==> config.mk <==
export PLATFORM = sky130hd
export DESIGN_NAME = ro_freq_counter
export DESIGN_NICKNAME = d
export VERILOG_FILES = /design/src/rtl/ro_pkg.sv /design/src/rtl/ro_sync2.sv /design/src/rtl/ro_freq_counter.sv
export SDC_FILE = /design/constraint.sdc
export NUM_CORES = 1
export LEC_CHECK = 0
export CAP_MARGIN = 20
export CELL_PAD_IN_SITES_DETAIL_PLACEMENT = 0
export CELL_PAD_IN_SITES_GLOBAL_PLACEMENT = 1
export CORE_ASPECT_RATIO = 1.4
export CORE_MARGIN = 2
export CORE_UTILIZATION = 40
export DETAILED_ROUTE_END_ITERATION = 8
export GPL_ROUTABILITY_DRIVEN = 0
export PLACE_DENSITY = 0.81
export SYNTH_ARGS = -nofsm -noshare
export SYNTH_HDL_FRONTEND = slang
export SYNTH_SLANG_ARGS = --single-unit
export TNS_END_PERCENT = 1
==> constraint.sdc <==
create_clock -name clk -period 2.98 [get_ports clk]
set_clock_uncertainty 0.2 [all_clocks]
set_input_delay 0.596 -clock clk [delete_from_list [all_inputs] [get_ports clk]]
set_output_delay 0.596 -clock clk [all_outputs]
set_load 0.01 [all_outputs]
==> src/rtl/ro_pkg.sv <==
// Shared definitions for the ring-oscillator measurement blocks.
// The state enum is also used by the tt_um_ro wrapper for output muxing.
package ro_pkg;

    localparam int unsigned GATE_W_DEF = 16;
    localparam int unsigned CNT_W_DEF  = 16;

    typedef enum logic [1:0] {
        IDLE    = 2'd0,
        MEASURE = 2'd1,
        DONE    = 2'd2
    } ro_state_e;

endpackage

==> src/rtl/ro_sync2.sv <==
// Two-flop synchronizer with synchronous active-high reset.
// Generic width so it can be reused for any asynchronous input.
module ro_sync2 #(
    parameter int unsigned W = 1
) (
    input  logic         clk,
    input  logic         rst,
    input  logic [W-1:0] d_i,
    output logic [W-1:0] q_o
);

    logic [W-1:0] s1_q;
    logic [W-1:0] s2_q;

    // Metastability chain: d_i -> s1 -> s2.
    always_ff @(posedge clk) begin
        if (rst) begin
            s1_q <= '0;
            s2_q <= '0;
        end else begin
            s1_q <= d_i;
            s2_q <= s1_q;
        end
    end

    assign q_o = s2_q;

endmodule

==> src/rtl/ro_freq_counter.sv <==
// Ring-oscillator frequency counter: counts synchronized RO rising edges
// over a programmable window of clk cycles and holds the result.
module ro_freq_counter
    import ro_pkg::*;
#(
    parameter int unsigned GATE_W = GATE_W_DEF,
    parameter int unsigned CNT_W  = CNT_W_DEF
) (
    input  logic              clk,
    input  logic              rst,
    input  logic              ro_in,
    input  logic              start,
    input  logic              abort,
    input  logic [GATE_W-1:0] gate_len,
    output logic              busy,
    output logic              done,
    output logic              valid,
    output logic [CNT_W-1:0]  count,
    output logic              ovf
);

    localparam logic [CNT_W-1:0] CNT_MAX = '1;

    logic              ro_s2;
    logic              s3_q;
    logic              ro_edge;

    ro_state_e         state_q,    state_d;
    logic [GATE_W-1:0] gate_cnt_q, gate_cnt_d;
    logic [CNT_W-1:0]  edge_cnt_q, edge_cnt_d;
    logic [CNT_W-1:0]  count_q,    count_d;
    logic              ovf_q,      ovf_d;
    logic              valid_q,    valid_d;
    logic              done_q,     done_d;

    ro_sync2 #(.W(1)) u_sync (
        .clk (clk),
        .rst (rst),
        .d_i (ro_in),
        .q_o (ro_s2)
    );

    // Edge flop; runs in every state so no flush is needed on start.
    always_ff @(posedge clk) begin
        if (rst) begin
            s3_q <= 1'b0;
        end else begin
            s3_q <= ro_s2;
        end
    end

    assign ro_edge = ro_s2 & ~s3_q;

    // State and datapath registers.
    always_ff @(posedge clk) begin
        if (rst) begin
            state_q    <= IDLE;
            gate_cnt_q <= '0;
            edge_cnt_q <= '0;
            count_q    <= '0;
            ovf_q      <= 1'b0;
            valid_q    <= 1'b0;
            done_q     <= 1'b0;
        end else begin
            state_q    <= state_d;
            gate_cnt_q <= gate_cnt_d;
            edge_cnt_q <= edge_cnt_d;
            count_q    <= count_d;
            ovf_q      <= ovf_d;
            valid_q    <= valid_d;
            done_q     <= done_d;
        end
    end

    // Next-state logic: start/abort handling, window countdown, saturating count.
    always_comb begin
        state_d    = state_q;
        gate_cnt_d = gate_cnt_q;
        edge_cnt_d = edge_cnt_q;
        count_d    = count_q;
        ovf_d      = ovf_q;
        valid_d    = valid_q;
        done_d     = 1'b0;

        unique case (state_q)
            IDLE, DONE: begin
                // Start wins over a simultaneous abort here.
                if (start) begin
                    ovf_d = 1'b0;
                    if (gate_len != '0) begin
                        gate_cnt_d = gate_len;
                        edge_cnt_d = '0;
                        valid_d    = 1'b0;
                        state_d    = MEASURE;
                    end else begin
                        count_d = '0;
                        valid_d = 1'b1;
                        done_d  = 1'b1;
                        state_d = DONE;
                    end
                end
            end
            MEASURE: begin
                if (abort) begin
                    valid_d = 1'b0;
                    state_d = IDLE;
                end else begin
                    if (ro_edge) begin
                        if (edge_cnt_q == CNT_MAX) begin
                            ovf_d = 1'b1;
                        end else begin
                            edge_cnt_d = edge_cnt_q + CNT_W'(1);
                        end
                    end
                    gate_cnt_d = gate_cnt_q - GATE_W'(1);
                    // Last window cycle: its own edge is already folded into edge_cnt_d.
                    if (gate_cnt_q == GATE_W'(1)) begin
                        count_d = edge_cnt_d;
                        valid_d = 1'b1;
                        done_d  = 1'b1;
                        state_d = DONE;
                    end
                end
            end
            default: begin
                state_d = IDLE;
            end
        endcase
    end

    assign busy  = (state_q == MEASURE);
    assign done  = done_q;
    assign valid = valid_q;
    assign count = count_q;
    assign ovf   = ovf_q;

endmodule

[Word level (Yosys, flattened, before mapping)]
Index checks and enable logic that the tools add are counted.
Word-level totals
  flip-flop bits (word level): 56
  bits in latches: 0
  memory bits (writable): 0
  ROM bits: 0
  bits of input ports: 21
  output and inout port bits: 20
  logic and storage cells: 69
  memories kept: 0
Cells by class
  add/subtract/negate cells: 2
  multipliers: 0
  divide/modulo/power cells: 0
  magnitude comparators: 0
  equality and inequality tests: 12
  shift operators: 0
  mux-type cells: 34
  bitwise operators: 2
  reduce and logical (&&, ||, !) cells: 9
Operator list (count)
  two-way mux 16 bit: 12
  one-hot mux 16 bit (2 select lines): 3
  adder 16 x 1 -> 16 bit, second input constant: 1
  equality test 16 x 1 -> 1 bit, second input constant: 1
  equality test 16 bit, second input constant: 1
  nonzero test 16 bit: 1
  subtractor 16 x 1 -> 16 bit, second input constant: 1
  two-way mux 1 bit: 11
  AND reduction 5 bit: 2
  two-way mux 2 bit: 4
  != test 2 bit, second input constant: 4
  != test 2 x 1 -> 1 bit, second input constant: 3
  one-hot mux 1 bit (2 select lines): 3
  one-hot mux 2 bit (2 select lines): 1
  AND reduction 4 bit: 1
  != test 3 x 2 -> 1 bit, second input constant: 1
  AND reduction 3 bit: 1
  equality test 2 x 1 -> 1 bit, second input constant: 1
  equality test 2 bit, second input constant: 1
  logical NOT 2 bit: 1
  AND reduction 2 bit: 1
  nonzero test 2 bit: 1
  OR reduction 2 bit: 1
  bitwise AND 1 bit: 1
  inverter 1 bit: 1

[Logic depth before layout (Yosys ltp)]
Gate-level depths: netlist of the first run.
  depth in word-level cells: 6
  mapped depth: 8
  mapped depth without buffers: 7

[Hierarchy]
Synthesis of the first run repeated with hierarchy kept, for this count alone.
Unflattened totals
  cells, all modules: 359
  area total of the unflattened synthesis: 3030.4 µm²
By module, submodules not included
  ro_freq_counter: instances 1, cells each 355, area an instance 2977.9 µm², seq. area each 1081.0 µm²
  ro_sync2: instances 1, cells each 4, area an instance 52.6 µm², seq. area each 40.0 µm²

[Worst setup path before layout of the first run]
OpenSTA, ideal clock, no wires.
  kind: input to register
  start: input gate_len[6]
  end: register gate_cnt_q[6]
  setup time: 0.070 ns
  arrival: 1.978 ns
  required time: 2.710 ns
  setup slack: 0.732 ns
  stages: 6
  path buffers: 1
  cell sequence: nor4_1 -> nand4_1 -> o22ai_1 -> clkbuf_1 -> o21ai_0 -> a21oi_1
Between the ends
  word-level cells in the longest chain between the ends: 3
  elaborated cells on any way between the ends: 6
  those cells by class: eq/ne (1); mux (3); reduce/logical (2)
RTL lines
  from (decl): line ro_freq_counter.sv:14  | input logic [GATE_W-1:0] gate_len,
  nonzero test 16 bit / two-way mux 16 bit (equally long branches): line ro_freq_counter.sv:90  | if (gate_len != '0) begin
  != test 2 bit (no line) / two-way mux 16 bit (equally long branches)
  AND reduction 4 bit (no line) / one-hot mux 16 bit (2 select lines) (equally long branches)
  to (signal assigned): line ro_freq_counter.sv:66  | gate_cnt_q <= gate_cnt_d;
  to (decl): line ro_freq_counter.sv:29  | logic [GATE_W-1:0] gate_cnt_q, gate_cnt_d;
Several ways; a longest one is shown, not always the timed one. The select of a mux whose other input is x is not followed.
A chain may end at the register's enable or synchronous reset.

[Worst setup path after layout of the first run]
  start: register state_q[0]
  end: output busy
Between the ends
  word-level cells in the longest chain between the ends: 1
RTL lines
  from (decl): line ro_freq_counter.sv:28  | ro_state_e state_q, state_d;
  from (signal assigned): line ro_freq_counter.sv:65  | state_q <= state_d;
  equality test 2 x 1 -> 1 bit: line ro_freq_counter.sv:131  | assign busy = (state_q == MEASURE);
  to (decl): line ro_freq_counter.sv:15  | output logic busy,
No other way between the ends.

==> flow_summary.toml, run 1 <==
[placement]
dpl_cell_area_um2 = 3470
portBuffers = 40
place_inst = 494
dpl.hpwl_mm = 5.69

[timing]
worst_pin_slew_ps = 699
setup_violations = 0
tns_ps = 0
drv_slew = 0
slew_headroom_pct = 53.1
min_period_ps = 2580
period_share_pct = 86.5
hold_violations = 0
grt_setup_unrepaired = "false"
clock.fmax_ghz = 0.388

[worst_hold_path]
min_from = "u_sync.s1_q"
hold_path.class = "reg -> reg"
worstHoldPathCells = 1

[clocking]
cts_tree = "done"
clock_latency_ps = 310
cts-root-buf = "clkbuf_8"
path_clk_slew_ps = 110
cts_hold_buf = 0
cts_sinks = 56
post_cts_buffers = 0
cts_buffers = 5
cts.htree.levels = 2
cts_max_path_buffers = 2
cts.repair.resized = 0

[synth]
synth_async_sr_flop_share_pct = 0
synth_seq_cells = 56
syn_avg_cell_area_um2 = 8.01
synthCells = 368
syn-num-nets = 392
ys_warn_count = 0
synthFlopType = "dfxtp_1"
synth.distinct_cells = 51
synth-edff-count = 0
yosysSeqAreaShare_pct = 38.0
netlist_area_um2 = 2950

[route]
wl_met1_mm = 3.35
drt_iter0_drc = 201
ant_nets = 0
vias = 2833
drcViolationCount = 0
met2_length_mm = 4.22
wl_per_cell_um = 15.7
routed.top_layer = "met4"
dr.pass1.iters = 4
vias_per_cell = 5.64
drt-total-wl_mm = 7.87
dr_wl_met3_um = 236

[die]
row_count = 37
core_um2 = 7270
ioPinCount = 41
initial_core_util_pct = 40.6
die-height_um = 106
die-width_um = 76.6
dieArea_um2 = 8090

[finish]
layout_commonest_cell = "dfxtp_1"
fin_cells = 502
drive_above_1_share_pct = 7.41
final_cell_mix = "56 x dfxtp_1, 42 x a21oi_1, 40 x nand2_1, 40 x clkdlybuf4s50_1, 30 x o21ai_0"
syn_to_final_growth_pct = 20.7
n_antenna_cell = 0
design_area_um2 = 3560
layout.nets = 428

[worst_setup_path]
reg2reg_from = "gate_cnt_q[10]"
critPathMaxStageDelay_ps = 610
cp_num_buf_inv = 2
critPathArrivalTime_ps = 1780
reg2reg_depth = 5
worstSetupEndpointType = "primary output"
worstSetupStartpoint = "state_q[0]"
cp_max_fo = 19
critPathLaunchType = "flip-flop"
crit_slowest_cell = "clkdlybuf4s50_1"
path_cells = "nand2b_1, inv_2, clkdlybuf4s50_1"
crit_family = "buffers and inverters"
crit_type = "reg -> out"
crit_required_ps = 2180
path_depth = 3

[status]
outcome = "complete, no violations"

[global_route]
antenna_found_initial = 0
grt_pass1_vias = 2553
grt_max_degree = 43
gr-total-overflow = 0
grt_pass1_wl_mm = 12.8
grt_usage_pct = 19.9

[power]
irDropWorstVdd_mv = 0.229
p_leak_nw = 1.21
power_density_nw_per_um2 = 444

[run]
cap_violations = 0
state kept, by name (all words and copies together) (netlist names):
register and count:
count 16, done 1, edge_cnt_q 16, gate_cnt_q 16, ovf 1, s3_q 1, state_q 2, u_sync.q_o 1
u_sync.s1_q 1, valid 1
synth_stat cells (2+ instances only):
master	instances	area share, %
a21oi_1	42	7.1
and4b_1	2	0.68
nand3_1	12	2.0
clkbuf_1	19	2.4
nor4_1	6	1.3
nand2b_1	5	1.1
o21a_1	2	0.51
nor2b_1	6	1.3
a21o_1	2	0.51
a31oi_1	6	1.3
inv_1	6	0.76
nor3_1	12	2.0
a22o_1	2	0.59
o211ai_1	2	0.51
xor2_1	5	1.5
nor3b_1	5	1.3
or4_1	3	0.76
a32o_1	2	0.68
or2_2	2	0.42
o21ai_0	30	5.1
nor2_1	22	2.8
mux2i_1	5	1.7
dfxtp_1	56	38
nand4_1	8	1.7
o22ai_1	3	0.64
and4_1	2	0.59
and3_1	5	1.1
nand2_1	40	5.1
o31ai_1	3	0.76
a211oi_1	2	0.51
or3_1	7	1.5
o2bb2ai_1	17	5.0
buf_6	2	0.76
ha_1	3	1.3
xnor2_1	5	1.5
or3b_2	2	0.59
cell families (layout without fill, tap and decap cells):
logic type,count (synthesis),after routing,share of synthesized area (%)
buffers and inverters,30,67,4.37
multiplexers,5,5,1.70
adder cells (fa/ha/maj),3,3,1.27
flip-flops,56,56,38.0
AND/OR/NAND/NOR,146,146,26.9
XOR/XNOR,10,10,2.97
AO/OA/AOI/OAI,118,118,24.8
layout make-up:
class / instances / area, um^2
fill: 748 / 3710
multi-input combinational: 282 / 1700
sequential: 56 / 1120
timing repair buffer: 52 / 503
tap: 97 / 121
clock buffer: 6 / 72.6
inverter: 7 / 26.3
clock inverter: 2 / 16.3
stage by stage:
stage / total power, mW / utilization [%] / hold WS, ps / worst slack [ps]
final: 1.58 / 49.0 / 229 / 403
after global routing: 1.67 / 49.0 / 253 / 279
after CTS: 1.59 / 49.0 / 240 / 396
after detailed placement: 1.17 / 47.8 / 226 / 231
after global placement: 1.17 / 47.8 / 221 / 284
after floorplan: 1.05 / - / 214 / 732
power breakdown:
part	switching, mW	internal, mW	leakage, nW	total [mW]
clock network	0.255	0.168	0.0414	0.423
logic	0.215	0.139	0.719	0.354
registers	0.0272	0.777	0.455	0.804
worst paths after layout:
kind,end,slack (ps)
min reg2reg,u_sync.q_o,230
max reg2reg,count[0],520
max,busy,400
min,u_sync.q_o,230
metal layers:
layer | track usage (%) | vias to the layer above
li1 | - | 1421
met1 | 23.9 | 1360
met2 | 36.9 | 48
met3 | 2.91 | 4
met4 | 4.81 | 0
met5 | 0 | -
Power figures use the tool's default switching activity.
==> run 2, diff against run 1 <==
--- a/config.mk
+++ b/config.mk
@@ -9,7 +9,7 @@
 export CELL_PAD_IN_SITES_DETAIL_PLACEMENT = 0
 export CELL_PAD_IN_SITES_GLOBAL_PLACEMENT = 1
 export CORE_ASPECT_RATIO = 1.4
-export CORE_MARGIN = 2
+export CORE_MARGIN = 5
 export CORE_UTILIZATION = 40
 export DETAILED_ROUTE_END_ITERATION = 8
 export GPL_ROUTABILITY_DRIVEN = 0
==> run 2 against run 1 <==
  * Combinational power is 1% lower
  * Setup slack worse by 20 ps
  * Sequential share of layout area is 0.066 points higher
  * Largest cell class unchanged
  * Sequential power hardly changed
  * Final area is 0.21% lower
  * Highest routed layer unchanged
  * Via count is 0.21% higher
  * Total power is 0.99% higher
  * Flip-flop and latch count stayed put
  * Worst hold slack better by 27 ps
  * Wire length is 2.1% higher
==> flow_summary.toml, run 2 (synthesis results as in run 1) <==
[worst_setup_path]
cp_max_fo = 19
critPathArrivalTime_ps = 1800
worstSetupEndpointType = "primary output"
critPathLaunchType = "flip-flop"
reg2reg_depth = 5
crit_required_ps = 2180
crit_type = "reg -> out"

[global_route]
grt_pass1_vias = 2797
grt_pass1_wl_mm = 13.5
antenna_found_initial = 0
grt_max_degree = 43
gr-total-overflow = 0
grt_usage_pct = 18.6

[power]
irDropWorstVdd_mv = 0.276
p_leak_nw = 1.21
power_density_nw_per_um2 = 449

[placement]
dpl_cell_area_um2 = 3460
dpl.hpwl_mm = 5.91
portBuffers = 40
place_inst = 494
preCtsSetupSlack_ps = 182

[clocking]
cts_max_path_buffers = 2
clock_latency_ps = 310
post_cts_buffers = 0
cts.htree.levels = 2
cts_tree = "done"
cts-root-buf = "clkbuf_8"
cts_buffers = 5
cts_hold_buf = 0
cts_sinks = 56
path_clk_slew_ps = 100
cts.repair.resized = 0

[timing]
finalWorstSetupSlack_ps = 383
drv_slew = 0
min_period_ps = 2600
setup_violations = 0
holdWs_ps = 256
clock.fmax_ghz = 0.385
tns_ps = 0
grt_setup_unrepaired = "false"
hold_violations = 0
slew_headroom_pct = 52.3
worst_pin_slew_ps = 710
period_share_pct = 87.2

[die]
die-width_um = 82.6
dieArea_um2 = 9210
row_count = 37
die-height_um = 112
ioPinCount = 41
initial_core_util_pct = 40.6
core_um2 = 7270

[finish]
n_antenna_cell = 0
final_cell_mix = "56 x dfxtp_1, 42 x a21oi_1, 40 x nand2_1, 40 x clkdlybuf4s50_1, 30 x o21ai_0"
design_area_um2 = 3550
syn_to_final_growth_pct = 20.4
n_fill_cell = 758
layout.nets = 428
layout_commonest_cell = "dfxtp_1"
drive_above_1_share_pct = 7.41
fin_cells = 502

[run]
cap_violations = 0

[worst_hold_path]
worstHoldPathCells = 1
hold_path.class = "reg -> reg"

[route]
vias_per_cell = 5.66
drt_iter0_drc = 107
dr.pass1.iters = 4
ant_nets = 0
wl_per_cell_um = 16.0
drcViolationCount = 0
vias = 2839
drt-total-wl_mm = 8.03

[status]
outcome = "complete, no violations"
==> run 2: area by class of cell <==
class                      count  area (um^2)  share of cell area, %
sequential                    56         1120                   31.6
timing repair buffer          52          490                   13.8
tap                           97          121                   3.42
multi-input combinational    282         1700                   47.8
clock buffer                   7         86.3                   2.43
inverter                       7         26.3                  0.740
clock inverter                 1         7.51                  0.211
==> run 2: per-stage QoR <==
stage / power, mW / utilization (%)
5_1_grt: 1.69 / 48.9
2_1_floorplan: 1.05 / -
4_1_cts: 1.61 / 48.9
6_report: 1.60 / 48.9
3_3_place_gp: 1.17 / 47.6
3_5_place_dp: 1.17 / 47.6
==> run 2: layer usage <==
metal  routed length, um  vias up  track usage [%]
met5                   0        -                0
met4                 150        0             5.56
met3                 276       10             2.91
met2                4370       61             34.0
met1                3230     1335             21.4
li1                    -     1433                -
==> run 2: power by group <==
group          switching, mW  total, mW  internal [mW]
Clock                  0.253      0.443          0.190
Sequential            0.0271      0.804          0.776
Combinational          0.213      0.350          0.137
Total                  0.493       1.60           1.10
==> run 2: worst paths after layout <==
check	slack (ps)	start	end
worst min-delay path	260	u_sync.s1_q	u_sync.q_o
worst max register to register	500	gate_cnt_q[10]	count[15]
worst max-delay path	380	state_q[0]	busy
worst min register to register	260	u_sync.s1_q	u_sync.q_o
==> run 2: critical path: stages, from the launching register on <==
cell and delay, ps:
dfxtp_1 460, nand2b_1 120, inv_2 310, clkdlybuf4s50_1 610
==> run 3, diff against run 2 <==
--- a/config.mk
+++ b/config.mk
@@ -10,11 +10,13 @@
 export CELL_PAD_IN_SITES_GLOBAL_PLACEMENT = 1
 export CORE_ASPECT_RATIO = 1.4
 export CORE_MARGIN = 5
-export CORE_UTILIZATION = 40
+export CORE_UTILIZATION = 39
 export DETAILED_ROUTE_END_ITERATION = 8
 export GPL_ROUTABILITY_DRIVEN = 0
-export PLACE_DENSITY = 0.81
+export GPL_TIMING_DRIVEN = 1
+export PLACE_DENSITY = 0.78
 export SYNTH_ARGS = -nofsm -noshare
 export SYNTH_HDL_FRONTEND = slang
+export SYNTH_HIERARCHICAL = 1
 export SYNTH_SLANG_ARGS = --single-unit
 export TNS_END_PERCENT = 1
==> run 3 against run 2 <==
  * Clock power is 14% higher
  * Critical path type unchanged
  * Non-clock buffer count is 3 higher
  * Critical path depth stayed put
==> flow_summary.toml, run 3 <==
[synth]
synthCells = 359
synth_top_area_share_pct = 37.0
synth.distinct_cells = 69
netlist_area_um2 = 3030
yosysSeqAreaShare_pct = 37.0
synth.largest_area_cell = "dfxtp_1"
synth_async_sr_flop_share_pct = 0
synth-edff-count = 0
syn_avg_cell_area_um2 = 8.44
synth_most_common_cell = "dfxtp_1"
ys_warn_count = 6
synthFlopType = "dfxtp_1"
synthTopCellsByArea = "dfxtp_1 37%, nand2_1 5.0%, a21oi_1 4.6%"
syn-num-nets = 383
yosys-top-cells-count = "56 x dfxtp_1, 40 x nand2_1, 28 x a21oi_1"
synth_seq_cells = 56

[worst_setup_path]
critPathMaxStageDelay_ps = 560
critPathArrivalTime_ps = 1780
crit_type = "reg -> out"
path_cells = "nand2b_1, inv_1, clkdlybuf4s50_1"
cp_max_fo = 7
crit_family = "buffers and inverters"
crit_slowest_cell = "clkdlybuf4s50_1"
crit_required_ps = 2180
cp_num_buf_inv = 2
worstSetupEndpointType = "primary output"
critPathLaunchType = "flip-flop"

[global_route]
grt_usage_pct = 16.6
gr-total-overflow = 0
grt_max_degree = 31
grt_pass1_vias = 2710
antenna_found_initial = 0
grt_pass1_wl_mm = 13.0

[finish]
syn_to_final_growth_pct = 21.0
regArea_um2 = 1120
layout.nets = 422
layout_commonest_cell = "dfxtp_1"
drive_above_1_share_pct = 10.8
final_cell_mix = "56 x dfxtp_1, 40 x nand2_1, 40 x clkdlybuf4s50_1, 28 x a21oi_1, 27 x nor2_1"
fin_cells = 499
n_fill_cell = 784
multiInputGateArea_um2 = 1770
n_antenna_cell = 0

[die]
row_count = 38
dieArea_um2 = 9660
core_um2 = 7650
ioPinCount = 41
die-height_um = 114
initial_core_util_pct = 39.6
die-width_um = 84.5

[route]
drcViolationCount = 0
vias_per_cell = 5.62
ant_nets = 0
drt_iter0_drc = 121
dr.pass1.iters = 5
drt-total-wl_mm = 8.04
vias = 2803
wl_per_cell_um = 16.1

[timing]
grt_setup_unrepaired = "false"
period_share_pct = 86.5
setup_violations = 0
hold_violations = 0
drv_slew = 0
slew_headroom_pct = 52.9
clock.fmax_ghz = 0.388
tns_ps = 0
worst_pin_slew_ps = 702
min_period_ps = 2580

[status]
outcome = "complete, no violations"

[clocking]
cts_hold_buf = 0
cts.htree.levels = 2
cts_buffers = 5
cts-root-buf = "clkbuf_8"
clock_latency_ps = 320
path_clk_slew_ps = 100
cts_tree = "done"
cts.repair.resized = 0
cts_max_path_buffers = 2
post_cts_buffers = 0
cts_sinks = 56

[power]
p_leak_nw = 1.28
power_density_nw_per_um2 = 435
irDropWorstVdd_mv = 0.231

[placement]
portBuffers = 40
place_inst = 491
dpl.hpwl_mm = 6.01

[worst_hold_path]
hold_path.class = "reg -> reg"

[run]
cap_violations = 0
-- run 3: changes by cell type after synthesis, sizes merged, moves of 4 or more --
cell / change
a211oi: +4
a221o: +4
buf: +10
nor2: +7
clkbuf: -10
a31oi: -5
or3: -5
a21oi: -14
o21ai: -7
-- run 3: through the flow --
step	total power [mW]	area, um^2	setup slack (ps)	utilization, %	hold slack, ps
after global placement	1.10	3560	162	46.5	218
after CTS	1.60	3670	424	47.9	244
final	1.59	3670	401	47.9	245
after global routing	1.67	3670	329	47.9	249
after detailed placement	1.10	3560	140	46.5	224
after floorplan	0.987	3030	816	-	214
-- run 3: worst register-to-register path, cell delays in order, from the launching register on --
cell	delay, ps
dfxtp_1	450
ha_1	270
nand3_1	150
nor4_4	550
nor2_1	220
o22ai_1	250
a22o_1	150
-- run 3: final timing paths --
| kind | start | endpoint | slack, ps | cells after the start |
|---|---|---|---|---|
| max | state_q[0] | busy | 400 | 3 |
| min | u_sync/s1_q | u_sync/q_o | 250 | 1 |
| max reg2reg | edge_cnt_q[0] | edge_cnt_q[0] | 700 | 6 |
| min reg2reg | u_sync/s1_q | u_sync/q_o | 250 | 1 |
-- run 3: kinds of logic (layout without fill, tap and decap cells) --
| logic type | count (synthesis) | after routing | share of synthesized area [%] |
|---|---|---|---|
| simple gates | 150 | 150 | 28.1 |
| buf+inv | 28 | 68 | 4.62 |
| fa+ha+maj | 3 | 3 | 1.24 |
| xor+xnor | 10 | 10 | 2.89 |
| compound gates | 107 | 107 | 24.4 |
| mux | 5 | 5 | 1.69 |
| flops | 56 | 56 | 37.0 |
-- run 3: per-layer routing --
metal / share of wire, % / up-vias / track usage, %
met5: 0 / - / 0
met4: 2.8 / 0 / 7.18
met3: 2.8 / 19 / 2.59
met2: 53 / 49 / 31.5
met1: 41 / 1327 / 17.9
li1: - / 1408 / -
-- run 3: layout make-up --
cell class              instances  area share (%)
multi-input cells             275            48.2
flip-flops and latches         56            30.6
repair buffers                 55            14.3
well taps                     100            3.41
clock buffers                   6            1.98
clock inverters                 2           0.955
inverters                       5           0.512
-- run 3: report_power, final --
group | switching, mW | total (mW) | internal (mW)
sequential | 0.0258 | 0.797 | 0.772
combinational | 0.168 | 0.289 | 0.122
clock | 0.257 | 0.507 | 0.250
total | 0.450 | 1.59 | 1.14
